File: src/rtl/seg7_scan_ctrl.sv
// -----------------------------------------------------------------------------
// seg7_scan_ctrl
//
// Multiplexed seven-segment display scanner for DIGITS common-anode digits.
// A hex value and its decimal points are double-buffered: a load strobe fills
// the pending buffer and the active buffer is only replaced at the end of a
// full scan, so a frame never shows a mix of old and new digits. On top of the
// plain scan it adds leading-zero suppression, per-digit blink and a 16-level
// PWM brightness control.
//
// Parameters
//   DIGITS         number of digits scanned (1..8)
//   REFRESH_CYCLES clock cycles per digit slot (>= 16)
//   BLINK_TICKS    digit slots per blink half-period (>= 1)
//
// Ports
//   clock_100Mhz   system clock, all state on the rising edge
//   reset          asynchronous active-high reset, clears all state
//   load           single-cycle strobe, captures value/dp into pending buffer
//   value          hex nibbles, digit i = value[4i+3:4i], digit 0 rightmost
//   dp             per-digit decimal point request (1 = lit)
//   blank_lz       1 = suppress leading zeros
//   blink_mask     per-digit blink enable, used live (not buffered)
//   brightness     PWM duty (brightness+1)/16
//   LED_out        segments a..g, active-low, LED_out[0] = a
//   dp_out         decimal point segment, active-low
//   Anode_Activate digit enables, active-low, at most one bit low
//   frame_done     one-cycle pulse the cycle after each full scan ends
// -----------------------------------------------------------------------------
module seg7_scan_ctrl #(
  parameter int DIGITS         = 4,
  parameter int REFRESH_CYCLES = 100_000,
  parameter int BLINK_TICKS    = 250
) (
  input  logic                  clock_100Mhz,
  input  logic                  reset,
  input  logic                  load,
  input  logic [4*DIGITS-1:0]   value,
  input  logic [DIGITS-1:0]     dp,
  input  logic                  blank_lz,
  input  logic [DIGITS-1:0]     blink_mask,
  input  logic [3:0]            brightness,
  output logic [0:6]            LED_out,
  output logic                  dp_out,
  output logic [DIGITS-1:0]     Anode_Activate,
  output logic                  frame_done
);

  localparam int SLOT_W = (REFRESH_CYCLES > 1) ? $clog2(REFRESH_CYCLES) : 1;
  localparam int DSEL_W = (DIGITS > 1) ? $clog2(DIGITS) : 1;
  localparam int BLNK_W = (BLINK_TICKS > 1) ? $clog2(BLINK_TICKS) : 1;

  localparam logic [SLOT_W-1:0] SLOT_LAST = SLOT_W'(REFRESH_CYCLES - 1);
  localparam logic [DSEL_W-1:0] DSEL_LAST = DSEL_W'(DIGITS - 1);
  localparam logic [BLNK_W-1:0] BLNK_LAST = BLNK_W'(BLINK_TICKS - 1);

  // Scan counters
  logic [SLOT_W-1:0]   slot_q, slot_d;
  logic [DSEL_W-1:0]   dsel_q, dsel_d;
  logic [3:0]          pwm_q, pwm_d;
  logic [BLNK_W-1:0]   blink_cnt_q, blink_cnt_d;
  logic                blink_phase_q, blink_phase_d;

  // Display buffers
  logic [4*DIGITS-1:0] act_val_q, act_val_d;
  logic [DIGITS-1:0]   act_dp_q, act_dp_d;
  logic [4*DIGITS-1:0] pend_val_q, pend_val_d;
  logic [DIGITS-1:0]   pend_dp_q, pend_dp_d;
  logic                pend_valid_q, pend_valid_d;

  // Registered outputs
  logic [0:6]          led_q, led_d;
  logic                dp_out_q, dp_out_d;
  logic [DIGITS-1:0]   anode_q, anode_d;
  logic                frame_done_q, frame_done_d;

  logic                slot_end;
  logic                frame_end;

  logic [3:0]          nib [DIGITS];
  logic [DIGITS-1:0]   supp;

  logic [3:0]          cur_nib;
  logic                cur_dp;
  logic                cur_supp;
  logic                cur_mask;
  logic                blanked;
  logic                lit;

  function automatic logic [6:0] seg_decode(input logic [3:0] n);
    logic [6:0] s;
    case (n)
      4'h0:    s = 7'b0000001;
      4'h1:    s = 7'b1001111;
      4'h2:    s = 7'b0010010;
      4'h3:    s = 7'b0000110;
      4'h4:    s = 7'b1001100;
      4'h5:    s = 7'b0100100;
      4'h6:    s = 7'b0100000;
      4'h7:    s = 7'b0001111;
      4'h8:    s = 7'b0000000;
      4'h9:    s = 7'b0000100;
      4'hA:    s = 7'b0001000;
      4'hB:    s = 7'b1100000;
      4'hC:    s = 7'b0110001;
      4'hD:    s = 7'b1000010;
      4'hE:    s = 7'b0110000;
      default: s = 7'b0111000;
    endcase
    return s;
  endfunction

  assign slot_end  = (slot_q == SLOT_LAST);
  assign frame_end = slot_end && (dsel_q == DSEL_LAST);

  // Leading-zero suppression chain, evaluated from the most significant digit
  // down. A digit stays suppressed only while every digit above it was too.
  // Digit 0 is always shown so an all-zero value still reads "0".
  for (genvar gi = 0; gi < DIGITS; gi++) begin : g_digit
    assign nib[gi] = act_val_q[4*gi +: 4];
    if (gi == 0) begin : g_lsd
      assign supp[gi] = 1'b0;
    end else if (gi == DIGITS - 1) begin : g_msd
      assign supp[gi] = blank_lz && (nib[gi] == 4'h0) && !act_dp_q[gi];
    end else begin : g_mid
      assign supp[gi] = supp[gi+1] && (nib[gi] == 4'h0) && !act_dp_q[gi];
    end
    assign anode_d[gi] = !(lit && (dsel_q == DSEL_W'(gi)));
  end

  // Mux the currently scanned digit out of the per-digit vectors.
  always_comb begin
    cur_nib  = 4'h0;
    cur_dp   = 1'b0;
    cur_supp = 1'b0;
    cur_mask = 1'b0;
    for (int i = 0; i < DIGITS; i++) begin
      if (dsel_q == DSEL_W'(i)) begin
        cur_nib  = nib[i];
        cur_dp   = act_dp_q[i];
        cur_supp = supp[i];
        cur_mask = blink_mask[i];
      end
    end
  end

  assign blanked = cur_supp || (blink_phase_q && cur_mask);
  assign lit     = !blanked && (pwm_q <= brightness);

  // Segment drive stays decoded during the PWM off-time; only a blanked digit
  // forces the segments dark.
  always_comb begin
    led_d        = blanked ? 7'b1111111 : seg_decode(cur_nib);
    dp_out_d     = blanked || !cur_dp;
    frame_done_d = frame_end;
  end

  // Counter next-state
  always_comb begin
    slot_d        = slot_end ? '0 : slot_q + SLOT_W'(1);
    dsel_d        = dsel_q;
    pwm_d         = pwm_q + 4'd1;
    blink_cnt_d   = blink_cnt_q;
    blink_phase_d = blink_phase_q;
    if (slot_end) begin
      // Explicit wrap so non-power-of-two digit counts scan correctly.
      dsel_d = (dsel_q == DSEL_LAST) ? '0 : dsel_q + DSEL_W'(1);
      if (blink_cnt_q == BLNK_LAST) begin
        blink_cnt_d   = '0;
        blink_phase_d = !blink_phase_q;
      end else begin
        blink_cnt_d = blink_cnt_q + BLNK_W'(1);
      end
    end
  end

  // Double buffer: pending is filled by load, promoted only at the end of a
  // frame. A load on the boundary cycle bypasses pending so it is not delayed
  // by a whole extra frame.
  always_comb begin
    act_val_d    = act_val_q;
    act_dp_d     = act_dp_q;
    pend_val_d   = pend_val_q;
    pend_dp_d    = pend_dp_q;
    pend_valid_d = pend_valid_q;
    if (load) begin
      pend_val_d   = value;
      pend_dp_d    = dp;
      pend_valid_d = 1'b1;
    end
    if (frame_end) begin
      if (load) begin
        act_val_d = value;
        act_dp_d  = dp;
      end else if (pend_valid_q) begin
        act_val_d = pend_val_q;
        act_dp_d  = pend_dp_q;
      end
      pend_valid_d = 1'b0;
    end
  end

  always_ff @(posedge clock_100Mhz or posedge reset) begin
    if (reset) begin
      slot_q        <= '0;
      dsel_q        <= '0;
      pwm_q         <= '0;
      blink_cnt_q   <= '0;
      blink_phase_q <= 1'b0;
      act_val_q     <= '0;
      act_dp_q      <= '0;
      pend_val_q    <= '0;
      pend_dp_q     <= '0;
      pend_valid_q  <= 1'b0;
      led_q         <= 7'b1111111;
      dp_out_q      <= 1'b1;
      anode_q       <= '1;
      frame_done_q  <= 1'b0;
    end else begin
      slot_q        <= slot_d;
      dsel_q        <= dsel_d;
      pwm_q         <= pwm_d;
      blink_cnt_q   <= blink_cnt_d;
      blink_phase_q <= blink_phase_d;
      act_val_q     <= act_val_d;
      act_dp_q      <= act_dp_d;
      pend_val_q    <= pend_val_d;
      pend_dp_q     <= pend_dp_d;
      pend_valid_q  <= pend_valid_d;
      led_q         <= led_d;
      dp_out_q      <= dp_out_d;
      anode_q       <= anode_d;
      frame_done_q  <= frame_done_d;
    end
  end

  assign LED_out        = led_q;
  assign dp_out         = dp_out_q;
  assign Anode_Activate = anode_q;
  assign frame_done     = frame_done_q;

endmodule

File: config.mk
export PLATFORM = sky130hd
export DESIGN_NAME = seg7_scan_ctrl
export DESIGN_NICKNAME = d
export VERILOG_FILES = /design/src/rtl/seg7_scan_ctrl.sv
export SDC_FILE = /design/constraint.sdc
export NUM_CORES = 1
export LEC_CHECK = 0
export BUFFER_PORTS_ARGS = -buffer_cell sky130_fd_sc_hd__buf_2
export CAP_MARGIN = 20
export CORE_MARGIN = 4
export CORE_UTILIZATION = 53
export DETAILED_ROUTE_END_ITERATION = 10
export PLACE_DENSITY = 0.74
export REMOVE_ABC_BUFFERS = 1
export SLEW_MARGIN = 10
export SYNTH_ARGS = -nofsm -noshare
export SYNTH_HDL_FRONTEND = slang
export SYNTH_SLANG_ARGS = --single-unit
File: constraint.sdc
create_clock -name clock_100Mhz -period 2.4 [get_ports clock_100Mhz]
set_input_delay 0.12 -clock clock_100Mhz [delete_from_list [all_inputs] [get_ports clock_100Mhz]]
set_output_delay 0.12 -clock clock_100Mhz [all_outputs]
set_load 0.02 [all_outputs]
==> impl_metrics.ini, run 1 <==
[critical_path]
critPathSlowestCell = dfrtp_1
required_ps = 2640
crit_buf_inv = 1
crit_arrival_ps = 2470
end_kind = flop
cp-start-kind = flop
crit_family = adder cells
max_stage_delay_ps = 430
path_cells = inv_1 > ha_1 > nand3b_1 > a211o_1 > ha_1 > or3_1 > o221ai_1 > nand2_1
critical-path-top-cell-by-count = ha_1
cp_max_fo = 7
crit_type = flop to flop

[route]
wirelength_mm = 7.51
drtPass1Iterations = 4
drc = 0
wl_per_cell_um = 14.9
drtIter0Drc = 68
avgViaCountPerCell = 5.36
vias = 2709
ant_nets = 0

[power_and_ir_drop]
p_int_uw = 2210
combPwrFrac_pct = 4.5
pwr-share-seq_pct = 53.9
p_leak_uw = 0.00227
clockPowerShare_pct = 41.6
vdd_ir_drop_max_mv = 0.399
p_per_area_nw_per_um2 = 588
p_sw_uw = 552
power_switching_share_pct = 20.0

[sta]
finalSetupViolations = 0
layout_setup_ws_ps = 173
rsz0062_at_grt = false
relSlewSlack_pct = 54.0
clock.fmax_mhz = 449
finalClockSkew_ps = 10.6
fin_crit_sh_pct = 92.8
hold_viol = 0
period_minus_slack_ps = 2230
slew_violations = 0
tightest_slew_ps = 689

[grt]
track_usage_pct = 18.3
grt_max_degree = 46
use_met1_pct = 23.2
grt_most_used_layer = met2
grt_util_met3_pct = 4.58
grt_overflow = 0
grt_pass1_vias = 2693
grtUsageMet2_pct = 31.0
grt_pass1_wl_mm = 12.7
antenna_found_initial = 0

[floorplanning]
die_width_um = 95.5
core-area_um2 = 7330
ios = 45
dieArea_um2 = 9130
start_util_pct = 55.4
die_y_um = 95.5
num_rows = 31

[final_layout]
ff_latch_area_um2 = 2170
instances_no_fill = 505
layout-drive-gt1-share_pct = 28.3
multi_input_area_um2 = 1800
n_antenna_cell = 0
area_growth_syn_to_layout_pct = 15.8
finish.net_count = 451
nFillCells = 585

[synthesis]
synth_edf_count = 0
synthFlopType = dfrtp_1
syn-cell-area_um2 = 4060
synth_cells = 347
async_flop_share_pct = 100
synth_warnings = 0
synth.distinct_cells = 50
avgSynthCellArea_um2 = 11.7
ys_seq_area_share_pct = 53.4
ys_ff_latch = 86

[place]
dp_hpwl_mm = 5.51
dp_slack_ps = 45.1
gp_congestion = 0.779
dp_cells = 487
io_buffer_count = 44

[clock_network]
cts_tree = built
clk_pin_slew_worst_paths_ps = 80
root_buffer = clkbuf_8
cts.htree.levels = 3
cts_setup_buffers = 0
cts.sink_count = 86
numCtsBuffers = 9
clk_latency_ps = 350
clk_path_buf_depth = 2

[job]
drv_cap = 0

[hold_path]
min_path_type = primary input to flop

[status]
status = finished, final reports clean
layer usage:
| layer | wire length [um] | share of wire (%) |
|---|---|---|
| met1 | 3410 | 45 |
| met2 | 3720 | 50 |
| met3 | 319 | 4.2 |
| met4 | 59 | 0.79 |
| met5 | 0 | 0 |
cells in the final DEF, fill, tap and decap left out, types with 4 or more instances in the layout:
master / count
a211o_1: 5
mux2_1: 20
xor2_1: 7
nand4_1: 6
nor3b_1: 4
buf_4: 9
nand3b_1: 7
xnor2_1: 10
dfstp_2: 12
clkbuf_8: 12
nand2_1: 30
a21oi_1: 6
o21ai_0: 16
buf_2: 44
ha_1: 15
dfrtp_1: 74
a211oi_1: 5
mux2_2: 21
nand3_1: 10
and3_1: 7
nor2_1: 15
nor2b_1: 7
mux2i_1: 4
inv_1: 11
timing repair:
item,in CTS,in global routing
hold buffers,2,0
hold endpoints to repair,31,0
resized for setup,1,4
setup endpoints to repair,1,8
cell usage after synthesis (2+ instances only):
cell / instances / area [um^2]
dfrtp_1: 74 / 1850
nand2_1: 30 / 113
mux2_2: 21 / 236
mux2_1: 20 / 225
ha_1: 18 / 225
o21ai_0: 16 / 80.1
nor2_1: 15 / 56.3
dfstp_2: 12 / 315
inv_1: 12 / 45.0
nand3_1: 10 / 50.1
xnor2_1: 10 / 87.6
and3_1: 7 / 43.8
clkbuf_1: 7 / 26.3
nand3b_1: 7 / 52.6
nor2b_1: 7 / 43.8
xor2_1: 7 / 61.3
a211o_1: 6 / 52.6
a21oi_1: 6 / 30.0
nand4_1: 6 / 37.5
a211oi_1: 5 / 37.5
mux2i_1: 4 / 40.0
nor3b_1: 4 / 30.0
a31oi_1: 3 / 18.8
o31ai_1: 3 / 22.5
or3_1: 3 / 18.8
or4_1: 3 / 22.5
and2_1: 2 / 12.5
buf_2: 2 / 10.0
buf_4: 2 / 15.0
nand2b_1: 2 / 12.5
nor3_1: 2 / 10.0
nor4_1: 2 / 12.5
or4b_1: 2 / 20.0
metrics by stage:
step                      TNS, ps  util (%)  hold slack, ps  cell area, um^2  total power, uW
after floorplan            -43340         -             270             3990             1590
after global placement          0      60.5             241             4430             1640
after detailed placement        0      60.5             245             4430             1650
after CTS                       0      64.0            3.58             4690             2800
after global routing            0      64.1           0.530             4700             2890
final                           0      64.1            19.2             4700             2760
logic make-up after synthesis:
logic type | count (synthesis) | share of synthesized area (%)
AO/OA/AOI/OAI | 48 | 7.77
AND/OR/NAND/NOR | 108 | 14.5
adder cells (fa/ha/maj) | 18 | 5.55
buffers and inverters | 25 | 2.77
multiplexers | 45 | 12.4
XOR/XNOR | 17 | 3.67
flip-flops | 86 | 53.4
registers in the layout (all words and copies together), names as in the netlist, 2 cells and up:
register,flops
pend_dp_q,4
act_dp_q,4
slot_q,17
LED_out,7
act_val_q,16
pwm_q,4
blink_cnt_q,8
pend_val_q,16
Anode_Activate,4
dsel_q,2
worst reg2reg max path: stages (launching register included):
cell and delay [ps]:
dfrtp_1 430, inv_1 120, ha_1 310, nand3b_1 110, a211o_1 370, ha_1 260
or3_1 370, o221ai_1 80, nand2_1 80
power by group through the flow:
stage               Sequential (uW)  Combinational [uW]  Clock, uW
CTS                            1490                 129       1180
finish                         1490                 124       1150
global placement               1520                 122          0
floorplan                      1520                69.1          0
detailed placement             1520                 126          0
global route                   1490                 142       1260
layout make-up:
class                           instances  share of cell area [%]
Clock inverter                          3                    1.38
Timing Repair Buffer                   56                    6.97
Inverter                               12                   0.985
Tap cell                               99                    2.64
Clock buffer                           13                    3.59
Sequential cell                        86                    46.1
Multi-Input combinational cell        236                    38.3
worst paths after layout:
check                      slack [ps]       from             end  cells past startpoint
max                               170  dsel_q[0]      LED_out[0]                      8
min                                20  value[13]  pend_val_q[13]                      2
max reg2reg                       170  dsel_q[0]      LED_out[0]                      8
min reg2reg                       490   pwm_q[0]        pwm_q[0]                      1
max in group asynchronous        1270      reset      LED_out[6]                      4
min in group asynchronous         400      reset       dsel_q[1]                      3
(Power assumes the default switching activity.)
==> inputs of run 2 (changes only) <==
Settings changed: CORE_MARGIN 4 to 2, GPL_ROUTABILITY_DRIVEN from default to 0, TNS_END_PERCENT from default to 10.
==> run 2 against run 1 <==
Largest power group unchanged. Critical path type unchanged. Die area is 8.2% lower. Global-route usage is 0.67 points higher. Non-clock buffer count stayed put.
==> impl_metrics.ini, run 2 (synthesis results as in run 1) <==
[status]
status = finished, final reports clean

[critical_path]
r2r_end = Anode_Activate[1]
cp-start-kind = flop
regToRegStartpoint = dsel_q[1]
end_kind = flop
crit_type = flop to flop
required_ps = 2700
cp_max_fo = 9
path_cells = inv_1 > ha_4 > or4b_2 > o31ai_1 > a221oi_1 > buf_4 > nor2b_1 > nand2_1
r2r_slack_ps = 160
crit_family = simple AND/OR/NAND/NOR gates
reg2reg_depth = 8
crit_buf_inv = 2
crit_arrival_ps = 2540
critPathSlowestCell = or4b_2
max_stage_delay_ps = 600

[sta]
finalSetupViolations = 0
finalClockSkew_ps = 4.35
relSlewSlack_pct = 59.6
tightest_slew_ps = 606
period_minus_slack_ps = 2240
tns_ps = 0
clock.fmax_mhz = 446
hold_viol = 0
rsz0062_at_grt = false
slew_violations = 0
fin_crit_sh_pct = 93.4

[grt]
antenna_found_initial = 0
grt_overflow = 0
grt_util_met3_pct = 4.81
use_met1_pct = 24.4
grtUsageMet2_pct = 30.8
track_usage_pct = 18.9
grt_pass1_vias = 2699
grt_max_degree = 52
grt_most_used_layer = met2
grt_pass1_wl_mm = 12.5

[route]
drtPass1Iterations = 4
drc = 0
vias = 2709
drtIter0Drc = 92
ant_nets = 0
wl_per_cell_um = 14.5
avgViaCountPerCell = 5.36
wirelength_mm = 7.33

[power_and_ir_drop]
p_per_area_nw_per_um2 = 547
vdd_ir_drop_max_mv = 0.277
p_leak_uw = 0.00224

[final_layout]
largestRegisters = slot_q: 17 flops, act_val_q: 16 flops, pend_val_q: 16 flops
nFillCells = 586
layout-drive-gt1-share_pct = 28.6
multi_input_area_um2 = 1840
area_growth_syn_to_layout_pct = 15.5
mostFrequentLayoutCell = dfrtp_1
ff_latch_area_um2 = 2170
finish.net_count = 451
mostFrequentLayoutCells = dfrtp_1, buf_2, nand2_1
largest-register = slot_q
fin_area_um2 = 4690
fin_util_pct = 64.0
largest_reg_flops = 17
n_antenna_cell = 0

[clock_network]
root_buffer = clkbuf_8
clk_latency_ps = 350
cts_setup_buffers = 0
cts.htree.levels = 3
cts.sink_count = 86
clk_path_buf_depth = 2
clk_pin_slew_worst_paths_ps = 80
numCtsBuffers = 9
cts_tree = built

[place]
io_buffer_count = 44
dp_hpwl_mm = 5.26
placed_area_um2 = 4440

[floorplanning]
num_rows = 31
dieArea_um2 = 8380
start_util_pct = 55.4
core-area_um2 = 7330
ios = 45
die_width_um = 91.5
die_y_um = 91.5

[hold_path]
holdPathEnd = pend_dp_q[2]
min-delay-start = dp[2]
min_path_type = primary input to flop
hold_depth = 2

[job]
drv_cap = 0
[run 2: cell types whose count changed in the layout (fill, tap and decap cells not counted), sizes merged]
cell and delta:
bufinv -2, clkinvlp +2, buf +1, clkinv -1, clkbuf +1, dlygate4sd3 -1
[run 2: timing repair]
item,in CTS,in global routing
hold endpoints to repair,24,0
resized for setup,0,11
setup endpoints to repair,0,9
hold buffers,1,0
[run 2: stage by stage]
step / power [uW] / instances / hold WS [ps] / setup WS [ps]
floorplan: 1590 / 334 / 270 / -1750
global placement: 1640 / 488 / 203 / 174
detailed placement: 1650 / 488 / 211 / 131
CTS: 2600 / 505 / 2.12 / 105
global route: 2680 / 505 / 3.26 / 18.6
finish: 2570 / 505 / 10.6 / 157
[run 2: layout make-up]
class | instances | area share, %
Clock buffer | 14 | 3.68
Clock inverter | 2 | 0.320
Tap cell | 99 | 2.64
Sequential cell | 86 | 46.3
Timing Repair Buffer | 56 | 6.94
Multi-Input combinational cell | 236 | 39.2
Inverter | 12 | 0.987
[run 2: worst reg2reg max path, cell delays in order (launching register included)]
cell	delay [ps]
dfrtp_2	450
inv_1	170
ha_4	200
or4b_2	600
o31ai_1	220
a221oi_1	110
buf_4	180
nor2b_1	170
nand2_1	90
[run 2: layer usage]
metal  part of all wire, %  up-vias
li1                      -     1350
met1                    46     1304
met2                    48       45
met3                   4.1       10
met4                   1.3        0
met5                     0        -
[run 2: report_power, final]
| group | leakage, uW | internal [uW] | switching [uW] |
|---|---|---|---|
| Sequential | 0.00109 | 1480 | 8.12 |
| Clock | 0.0000889 | 462 | 491 |
| Combinational | 0.00106 | 58.2 | 64.1 |
[run 2: worst max-delay path by stage]
stage / start / cells past startpoint / end
after floorplan: slot_q[6] / 4 / act_dp_q[0]
after global placement: dsel_q[0] / 8 / LED_out[0]
after detailed placement: dsel_q[0] / 7 / LED_out[2]
after CTS: dsel_q[0] / 7 / LED_out[2]
after global routing: dsel_q[1] / 8 / Anode_Activate[0]
final: dsel_q[1] / 8 / Anode_Activate[1]
